<file path="config.mk">
export PLATFORM = sky130hd
export DESIGN_NAME = stopwatch_lap_core
export DESIGN_NICKNAME = d
export VERILOG_FILES = /design/src/rtl/stopwatch_lap_core.sv
export SDC_FILE = /design/constraint.sdc
export NUM_CORES = 1
export LEC_CHECK = 0
export ABC_CLOCK_PERIOD_IN_PS = 5100
export BUFFER_PORTS_ARGS = -buffer_cell sky130_fd_sc_hd__buf_2
export CORE_MARGIN = 5
export CORE_UTILIZATION = 50
export CTS_BUF_LIST = sky130_fd_sc_hd__clkbuf_2 sky130_fd_sc_hd__clkbuf_4 sky130_fd_sc_hd__clkbuf_8
export DETAILED_ROUTE_END_ITERATION = 7
export HOLD_SLACK_MARGIN = 0.12
export PLACE_DENSITY = 0.68
export SLEW_MARGIN = 25
export SYNTH_ARGS = -nofsm -noshare
export SYNTH_HDL_FRONTEND = slang
export SYNTH_SLANG_ARGS = --single-unit
</file>
<file path="constraint.sdc">
create_clock -name clk_milisec -period 5.1 [get_ports clk_milisec]
set_input_delay 0.765 -clock clk_milisec [delete_from_list [all_inputs] [get_ports clk_milisec]]
set_output_delay 0.765 -clock clk_milisec [all_outputs]
set_load 0.005 [all_outputs]
</file>
<file path="src/rtl/stopwatch_lap_core.sv">
// -----------------------------------------------------------------------------
// stopwatch_lap_core
//   BCD stopwatch core that holds hh:mm:ss.cc. An internal prescaler turns
//   CLK_DIV enabled clocks into one centisecond tick. The core counts up, or
//   counts down and stops at zero. Up to N_LAPS split captures go into a lap
//   memory, and any stored lap can be recalled for display.
//
// Ports
//   clk_milisec  in   system clock, rising edge only
//   rst          in   synchronous active-high reset
//   en           in   run enable (0 freezes prescaler and time)
//   down         in   0 = count up, 1 = count down
//   load         in   1-cycle strobe: time <= preset, clears laps and flags
//   preset       in   BCD {hr1,hr0,min1,min0,sec1,sec0,cent1,cent0}
//   split        in   level input, rising edge captures a lap
//   view         in   0 = live time, 1 = lap selected by lap_sel
//   lap_sel      in   lap index shown when view = 1
//   o_time       out  displayed BCD value, same packing as preset
//   lap_count    out  number of stored laps, 0..N_LAPS
//   lap_full     out  lap_count == N_LAPS
//   lap_ovf      out  sticky: a split edge arrived while full
//   done         out  sticky: countdown reached 00:00:00.00
//   tick         out  registered 1-cycle pulse for each time update
//
// Handshake: there is no valid/ready flow. load and split edges act in the
// cycle they are seen. load wins over tick and split. rst wins over everything.
// -----------------------------------------------------------------------------
module stopwatch_lap_core #(
  parameter int CLK_DIV = 100,
  parameter int N_LAPS  = 4,
  parameter int HR_WRAP = 99
) (
  input  logic                         clk_milisec,
  input  logic                         rst,
  input  logic                         en,
  input  logic                         down,
  input  logic                         load,
  input  logic [31:0]                  preset,
  input  logic                         split,
  input  logic                         view,
  input  logic [$clog2(N_LAPS)-1:0]    lap_sel,
  output logic [31:0]                  o_time,
  output logic [$clog2(N_LAPS+1)-1:0]  lap_count,
  output logic                         lap_full,
  output logic                         lap_ovf,
  output logic                         done,
  output logic                         tick
);

  localparam int PW = (CLK_DIV > 1) ? $clog2(CLK_DIV) : 1;
  localparam int SW = $clog2(N_LAPS);
  localparam int CW = $clog2(N_LAPS + 1);

  localparam logic [3:0] HR1 = 4'(HR_WRAP / 10);
  localparam logic [3:0] HR0 = 4'(HR_WRAP % 10);

  // Highest value each digit may hold, nibble 0 = cent0 ... nibble 7 = hr1.
  localparam logic [31:0] DIGIT_MAX = {4'd9, 4'd9, 4'd5, 4'd9, 4'd5, 4'd9, 4'd9, 4'd9};
  // Last value before the up-count wraps to zero.
  localparam logic [31:0] TIME_TOP  = {HR1, HR0, 4'd5, 4'd9, 4'd5, 4'd9, 4'd9, 4'd9};

  logic [31:0]   r_time;
  logic [PW-1:0] r_presc;
  logic [31:0]   r_laps [N_LAPS];
  logic [CW-1:0] r_lap_count;
  logic          r_split_q;
  logic          r_armed;
  logic          r_ovf;
  logic          r_done;
  logic          r_tick;

  logic [31:0]   w_time_up;
  logic [31:0]   w_time_dn;
  logic          w_time_zero;
  logic          w_presc_last;
  logic          w_split_edge;
  logic          w_lap_room;

  // BCD increment with ripple carry through the digit ranges.
  function automatic logic [31:0] bcd_inc(input logic [31:0] t);
    logic [31:0] r;
    logic        c;
    r = t;
    c = 1'b1;
    for (int i = 0; i < 8; i++) begin
      if (c) begin
        if (r[i*4 +: 4] >= DIGIT_MAX[i*4 +: 4]) begin
          r[i*4 +: 4] = 4'd0;
        end else begin
          r[i*4 +: 4] = r[i*4 +: 4] + 4'd1;
          c = 1'b0;
        end
      end
    end
    if (t == TIME_TOP) r = '0;
    return r;
  endfunction

  // BCD decrement with ripple borrow. Only used when t is non-zero.
  function automatic logic [31:0] bcd_dec(input logic [31:0] t);
    logic [31:0] r;
    logic        b;
    r = t;
    b = 1'b1;
    for (int i = 0; i < 8; i++) begin
      if (b) begin
        if (r[i*4 +: 4] == 4'd0) begin
          r[i*4 +: 4] = DIGIT_MAX[i*4 +: 4];
        end else begin
          r[i*4 +: 4] = r[i*4 +: 4] - 4'd1;
          b = 1'b0;
        end
      end
    end
    return r;
  endfunction

  always_comb begin
    w_time_up    = bcd_inc(r_time);
    w_time_dn    = bcd_dec(r_time);
    w_time_zero  = (r_time == 32'h0);
    w_presc_last = en && (r_presc == PW'(CLK_DIV - 1));
    // r_armed masks the first cycle after reset. A split held high through
    // reset must not look like a fresh edge when reset releases.
    w_split_edge = split && !r_split_q && r_armed;
    w_lap_room   = (r_lap_count < CW'(N_LAPS));
  end

  always_ff @(posedge clk_milisec) begin
    if (rst) begin
      r_time      <= '0;
      r_presc     <= '0;
      r_lap_count <= '0;
      r_split_q   <= 1'b0;
      r_armed     <= 1'b0;
      r_ovf       <= 1'b0;
      r_done      <= 1'b0;
      r_tick      <= 1'b0;
      for (int i = 0; i < N_LAPS; i++) r_laps[i] <= '0;
    end else begin
      r_split_q <= split;
      r_armed   <= 1'b1;
      r_tick    <= 1'b0;
      if (load) begin
        r_time      <= preset;
        r_presc     <= '0;
        r_lap_count <= '0;
        r_ovf       <= 1'b0;
        r_done      <= 1'b0;
      end else begin
        if (en) r_presc <= w_presc_last ? '0 : r_presc + PW'(1);
        if (w_presc_last) begin
          r_tick <= 1'b1;
          if (down) begin
            // Countdown stops at zero. A tick at zero only asserts done.
            if (w_time_zero) begin
              r_done <= 1'b1;
            end else begin
              r_time <= w_time_dn;
              if (w_time_dn == 32'h0) r_done <= 1'b1;
            end
          end else begin
            r_time <= w_time_up;
          end
        end
        // A capture takes the pre-update time when it shares a cycle with a tick.
        if (w_split_edge) begin
          if (w_lap_room) begin
            r_laps[r_lap_count[SW-1:0]] <= r_time;
            r_lap_count                 <= r_lap_count + CW'(1);
          end else begin
            r_ovf <= 1'b1;
          end
        end
      end
    end
  end

  always_comb begin
    o_time = r_time;
    if (view) begin
      if (CW'(lap_sel) < r_lap_count) o_time = r_laps[lap_sel];
      else                            o_time = 32'h0;
    end
  end

  assign lap_count = r_lap_count;
  assign lap_full  = (r_lap_count == CW'(N_LAPS));
  assign lap_ovf   = r_ovf;
  assign done      = r_done;
  assign tick      = r_tick;

endmodule

</file>
==> metrics.md, run 1 <==
| Metric | Value |
|---|---|
| Status | complete, no violations |
| Maximum VDD drop | 0.000158 V |
| Die X | 153 µm |
| Antenna diode count | 0 |
| HP Class | reg -> reg |
| Yosys warnings | 0 |
| DRT Pass-1 Iters | 6 |
| Reg2Reg Depth | 8 |
| GRT Total Usage | 24.8% |
| CTS root buf | clkbuf_8 |
| First-pass GRT wire length | 46100 µm |
| Fin crit share | 73.3% |
| Worst Path Max Fanout | 12 |
| Critical Path AT | 4110 ps |
| CTS Buf Count | 17 |
| Final Hold Viols | 0 |
| WL per Instance | 22.6 µm |
| Async SR Flop Fraction | 0% |
| Routed wire length | 29200 µm |
| Util after Layout | 55.5% |
| Worst flop-to-flop path startpoint | r_time[0]$_SDFFE_PP0P_ |
| Clk buf depth | 2 |
| Post-route setup TNS | 0 ps |
| Yosys reg bits | 175 |
| MaxCap Viol Count | 0 |
| Slew @ Worst Pin | 1080 ps |
| Slew Viols, Final | 0 |
| Layout Nets | 1078 |
| P_leak | 3.91 nW |
| Fmax achieved | 268 MHz |
| DR vias/cell | 6.50 |
| Finished Layout Cells | 1291 |
| Worst-path clk slew | 90 ps |
| Via count | 8396 |
| Vias in the first global route | 8091 |
| Most frequent cells in the layout | edfxtp_1, nor4_1, nor2_1 |
| Grt total ovfl | 0 |
| Setup violators final | 0 |
| Initial antenna violation count | 0 |
| CP Class | reg -> reg |
| Cts hold-fix bufs | 0 |
| Remaining routing DRC violations | 0 |
| Share of cells above drive strength 1 | 20.1% |
| Avg Cell Area, Syn | 10.4 µm² |
| Reg area | 0.00479 mm² |
| Syn nets | 1048 |
| Gp weighted congestion | 0.957 |
| Fin crit period | 3740 ps |
| Most common cell after layout, fill and taps aside | edfxtp_1 |
| Cell Rows | 52 |
| Hold depth | 2 |
| Clock Skew | 19.7 ps |
| Starting Density | 50.6% |
| Unrepaired setup endpoints after global routing | no |
| Worst-Skew Late Latency | 460 ps |
| Post-CTS Setup Inserts | 0 |
| Mapped Cells | 978 |
| Post-synthesis sequential area ratio | 47.0% |
| Dominant synthesized flop cell | edfxtp_1 |
| Pwr Density | 281 mW/mm² |
| # port buffers | 79 |
| EDFF count, synth | 128 |
| FILL cells | 1771 |
| Multi-input gate area | 0.00482 mm² |
| CP startpoint | r_time[0]$_SDFFE_PP0P_ |
| # IOs | 80 |
| Cell area after synthesis | 0.0102 mm² |
| PostCTS Resize Cnt | 0 |
| Hold_sp | lap_ovf$_SDFFE_PP0P_ |
| Rel. slew slack | 27.7% |
| Startpoint types | flop |
| Core area | 0.0201 mm² |
| Initial DRC Count | 877 |
| Library cells used by synthesis | 83 |
| ANT nets after route | 0 |
| Die height | 153 µm |
| H-tree levels | 4 |
| Critical Path End Type | flop |
| Clk sinks | 175 |
| Largest net degree at the start of global routing | 70 |
| Layout area overhead | 9.73% |
| Dpl cells | 1259 |
| CP Data Required Time | 5470 ps |
| CTS tree | built |
| Die area | 0.0233 mm² |
| Dpl hpwl | 19300 µm |
final cells by class:
class | count | area share [%]
tap | 270 | 3.03
inverter | 75 | 2.52
sequential | 175 | 42.9
multi-input combinational | 640 | 43.2
clock inverter | 12 | 1.21
clock buffer | 20 | 2.30
timing repair buffer | 99 | 4.89
cell families (layout without fill, tap and decap cells):
kind of cell | count (synthesis) | count (layout) | synth area share (%)
adders and majority gates | 29 | 29 | 3.57
DFF | 175 | 175 | 47.0
xor gates and xnor gates | 13 | 13 | 1.12
muxes | 36 | 36 | 7.54
buffers and inverters | 163 | 206 | 6.25
AOI/OAI and AO/OA | 217 | 217 | 15.2
and+or+nand+nor | 345 | 345 | 19.3
routing by layer:
layer  track usage (%)  vias to the layer above  share of wire, %
met2              38.8                      381                48
met1              35.2                     4115                43
met3              4.60                       52               7.3
li1                  -                     3848                 -
met4              7.89                        0               2.5
met5                 0                        -                 0
stage by stage:
stage	setup WS, ps	hold slack, ps	total power, mW	instance area (µm²)
after floorplan	552	460	2.02	10200
after global placement	1370	446	2.18	10800
after detailed placement	1260	458	2.19	10800
after CTS	1400	481	3.14	11200
after global routing	1170	523	3.26	11200
final	1360	478	3.14	11200
final timing paths:
check | endpoint | slack (ps)
setup reg to reg | r_time[10]$_SDFFE_PP0P_ | 1360
hold reg to reg | lap_ovf$_SDFFE_PP0P_ | 480
setup / recovery | r_time[10]$_SDFFE_PP0P_ | 1360
hold / removal | lap_ovf$_SDFFE_PP0P_ | 480
cell usage after synthesis (all sizes together), types with 9 or more instances:
| master | number | area (µm²) |
|---|---|---|
| clkbuf | 67 | 251 |
| inv | 68 | 255 |
| nand3 | 23 | 115 |
| a21oi | 38 | 201 |
| a31oi | 9 | 56.3 |
| nor3b | 11 | 103 |
| nand2 | 28 | 105 |
| a211oi | 12 | 113 |
| nor2 | 85 | 322 |
| o22ai | 34 | 213 |
| nand4 | 20 | 131 |
| dfxtp | 47 | 941 |
| edfxtp | 128 | 3840 |
| nor3 | 17 | 85.1 |
| buf | 21 | 103 |
| mux4 | 32 | 721 |
| o21ai | 33 | 176 |
| nand2b | 13 | 81.3 |
| o211ai | 17 | 138 |
| o31ai | 16 | 120 |
| ha | 29 | 363 |
| nor4 | 107 | 714 |
where the power goes:
group	internal [mW]	total (mW)	switching [mW]
combinational	0.188	0.535	0.347
sequential	1.58	1.63	0.0518
clock	0.454	0.971	0.517
total	2.22	3.14	0.916
sequential cells by signal, indices dropped and copies added, names as in the netlist:
register and cells:
lap_ovf 1, r_time 32, r_laps 128, done 1
r_armed 1, tick 1, r_presc 7, lap_count 3
r_split_q 1
worst max-delay path, stage by stage, from the launching register on:
cell and delay, ps:
dfxtp_1 500, clkinv_1 290, ha_1 350, or3b_1 470, nor4_4 160, a31oi_1 800
nand3_1 390, or4_1 610, o31ai_1 80
Note: power is estimated with default switching activity, not from simulation.
==> inputs of run 2 (changes only) <==
--- a/config.mk
+++ b/config.mk
@@ -5,14 +5,15 @@
 export SDC_FILE = /design/constraint.sdc
 export NUM_CORES = 1
 export LEC_CHECK = 0
-export ABC_CLOCK_PERIOD_IN_PS = 5100
+export ABC_AREA = 1
+export ABC_CLOCK_PERIOD_IN_PS = 3200
 export BUFFER_PORTS_ARGS = -buffer_cell sky130_fd_sc_hd__buf_2
 export CORE_MARGIN = 5
 export CORE_UTILIZATION = 50
 export CTS_BUF_LIST = sky130_fd_sc_hd__clkbuf_2 sky130_fd_sc_hd__clkbuf_4 sky130_fd_sc_hd__clkbuf_8
 export DETAILED_ROUTE_END_ITERATION = 7
 export HOLD_SLACK_MARGIN = 0.12
-export PLACE_DENSITY = 0.68
+export PLACE_DENSITY = 0.71
 export SLEW_MARGIN = 25
 export SYNTH_ARGS = -nofsm -noshare
 export SYNTH_HDL_FRONTEND = slang
==> constraint.sdc (replaced) <==
create_clock -name clk_milisec -period 3.2 [get_ports clk_milisec]
set_input_delay 0.48 -clock clk_milisec [delete_from_list [all_inputs] [get_ports clk_milisec]]
set_output_delay 0.48 -clock clk_milisec [all_outputs]
set_load 0.005 [all_outputs]
==> metrics.md, run 2 <==
| Metric | Value |
|---|---|
| Status | complete, no violations |
| Area leader, netlist | edfxtp_1 |
| Cts hold-fix bufs | 0 |
| Initial DRC Count | 748 |
| Worst R2R End | done$_SDFFE_PP0P_ |
| Fin crit period | 2840 ps |
| Share of cells above drive strength 1 | 15.1% |
| Max FFs per register | 128 |
| Critical Path End Type | primary output |
| DR vias/cell | 5.64 |
| Vias in the first global route | 7818 |
| Clk buf depth | 2 |
| End of the critical path | o_time[0] |
| Final instance area | 0.0108 mm² |
| Most common library cells after synthesis | nand2_1, nor2_1, edfxtp_1, a21oi_1, inv_1 |
| Most common cell after layout, fill and taps aside | nand2_1 |
| First-pass GRT wire length | 41600 µm |
| Initial antenna violation count | 0 |
| Via count | 8342 |
| Yosys warnings | 0 |
| Async SR Flop Fraction | 0% |
| Slew Viols, Final | 0 |
| Dominant synthesized flop cell | edfxtp_1 |
| # port buffers | 79 |
| Remaining routing DRC violations | 0 |
| Final Hold Viols | 0 |
| CP Data Required Time | 2720 ps |
| Die height | 149 µm |
| Unrepaired setup endpoints after global routing | no |
| Post-route setup TNS | 0 ps |
| GRT Total Usage | 23.7% |
| Finished Layout Cells | 1479 |
| WL per Instance | 17.5 µm |
| Largest net degree at the start of global routing | 65 |
| Most flops, register | r_laps |
| Slew @ Worst Pin | 553 ps |
| Critical Path AT | 2360 ps |
| Clk sinks | 175 |
| EDFF count, synth | 128 |
| Core area | 0.0189 mm² |
| Cell area after synthesis | 0.00968 mm² |
| Synth top area share | 39.7% |
| Worst flop-to-flop path startpoint | r_time[4]$_SDFFE_PP0P_ |
| Syn nets | 1208 |
| Count leader, synth | nand2_1 |
| Placed inst area | 0.0104 mm² |
| Synth area leaders | edfxtp_1, dfxtp_1, nand2_1, nor2_1, a21oi_1 |
| CTS tree | built |
| CTS Buf Count | 17 |
| Worst-Skew Late Latency | 470 ps |
| P_leak | 4.35 nW |
| Worst-path clk slew | 100 ps |
| Avg Cell Area, Syn | 8.50 µm² |
| CP startpoint | lap_count[1]$_SDFFE_PP0P_ |
| Layout Nets | 1276 |
| Die X | 149 µm |
| PostCTS Resize Cnt | 0 |
| Startpoint types | flop |
| Library cells used by synthesis | 47 |
| MaxCap Viol Count | 0 |
| Setup violators final | 0 |
| # IOs | 80 |
| Antenna diode count | 0 |
| CTS root buf | clkbuf_8 |
| Pwr Density | 476 mW/mm² |
| HP Class | in -> reg |
| Maximum VDD drop | 0.000255 V |
| Layout area overhead | 12.0% |
| H-tree levels | 4 |
| Fmax achieved | 353 MHz |
| Grt total ovfl | 0 |
| CP Class | reg -> out |
| Setup slack after placement | 610 ps |
| Worst Path Max Fanout | 32 |
| Clock Skew | 19.0 ps |
| Fin crit share | 88.6% |
| Yosys reg bits | 175 |
| FF-to-FF setup slack | 590 ps |
| Post-synthesis sequential area ratio | 49.4% |
| DRT Pass-1 Iters | 7 |
| Rel. slew slack | 63.1% |
| Final setup margin | 364 ps |
| Mapped Cells | 1138 |
| ANT nets after route | 0 |
| Die area | 0.0222 mm² |
| Cell Rows | 50 |
| Largest regs | r_laps: 128 flops, r_time: 32 flops, r_presc: 7 flops |
| Gp weighted congestion | 0.919 |
| Routed wire length | 25800 µm |
| Dpl cells | 1447 |
| Most frequent cells in the layout | nand2_1, nor2_1, edfxtp_1 |
| Reg2Reg Depth | 14 |
| Starting Density | 51.2% |
| Post-CTS Setup Inserts | 0 |
| Dpl hpwl | 17400 µm |
==> run 2: cell count changes in the layout (fill, tap and decap cells not counted), moves of 22 or more <==
cell	change
o21ai_0	+23
nand2_1	+216
nor4_1	-104
a21oi_1	+37
nand3_1	+22
nor2_1	+119
a32o_1	+31
mux4_2	-32
==> run 2: area by class of cell <==
class / count / area [µm²]
Fill cell: 1740 / 8050
Sequential cell: 175 / 4780
Multi-Input combinational cell: 822 / 4350
Timing Repair Buffer: 106 / 648
Tap cell: 260 / 325
Inverter: 84 / 319
Clock buffer: 18 / 241
Clock inverter: 14 / 173
==> run 2: through the flow <==
| stage | hold slack [ps] | total power [mW] | util (%) |
|---|---|---|---|
| CTS | 233 | 5.17 | 57.4 |
| global route | 246 | 5.41 | 57.4 |
| finish | 246 | 5.16 | 57.4 |
| detailed placement | 447 | 3.59 | 55.2 |
| floorplan | 447 | 3.30 | - |
| global placement | 446 | 3.58 | 55.2 |
==> run 2: worst max-delay path, cell delays in order (launching register included) <==
cell and delay (ps):
dfxtp_1 410, inv_1 160, ha_1 300, a21oi_1 180
o21ai_2 90, buf_12 220, o22ai_1 340, buf_2 190
==> run 2: power breakdown <==
group / switching (mW) / total (mW) / internal (mW)
clock: 0.876 / 1.61 / 0.733
sequential: 0.0783 / 2.60 / 2.53
combinational: 0.630 / 0.948 / 0.318
total: 1.58 / 5.16 / 3.58
==> run 2: logic make-up after synthesis <==
| family | count (synthesis) | share of synthesized area, % |
|---|---|---|
| xor gates and xnor gates | 21 | 1.90 |
| and+or+nand+nor | 537 | 23.9 |
| DFF | 175 | 49.4 |
| buffers and inverters | 141 | 5.66 |
| adders and majority gates | 29 | 3.75 |
| AOI/OAI and AO/OA | 235 | 15.3 |
==> run 2: how the worst min path moves through the flow <==
stage                              start                      end  slack (ps)  depth (start not counted)
floorplan           lap_ovf$_SDFFE_PP0P_     lap_ovf$_SDFFE_PP0P_         450                          2
finish                                en  r_presc[1]$_SDFFE_PP0P_         250                          2
detailed placement  lap_ovf$_SDFFE_PP0P_     lap_ovf$_SDFFE_PP0P_         450                          2
global placement    lap_ovf$_SDFFE_PP0P_     lap_ovf$_SDFFE_PP0P_         450                          2
CTS                                   en  r_presc[1]$_SDFFE_PP0P_         230                          2
global route                          en  r_presc[1]$_SDFFE_PP0P_         250                          2
==> run 2: per-layer routing <==
layer	routed length (µm)	vias to the layer above	track usage, %
met5	0	-	0
met4	528	0	7.23
met3	1890	38	4.41
met2	12100	320	37.3
met1	11300	3928	33.5
li1	-	4056	-
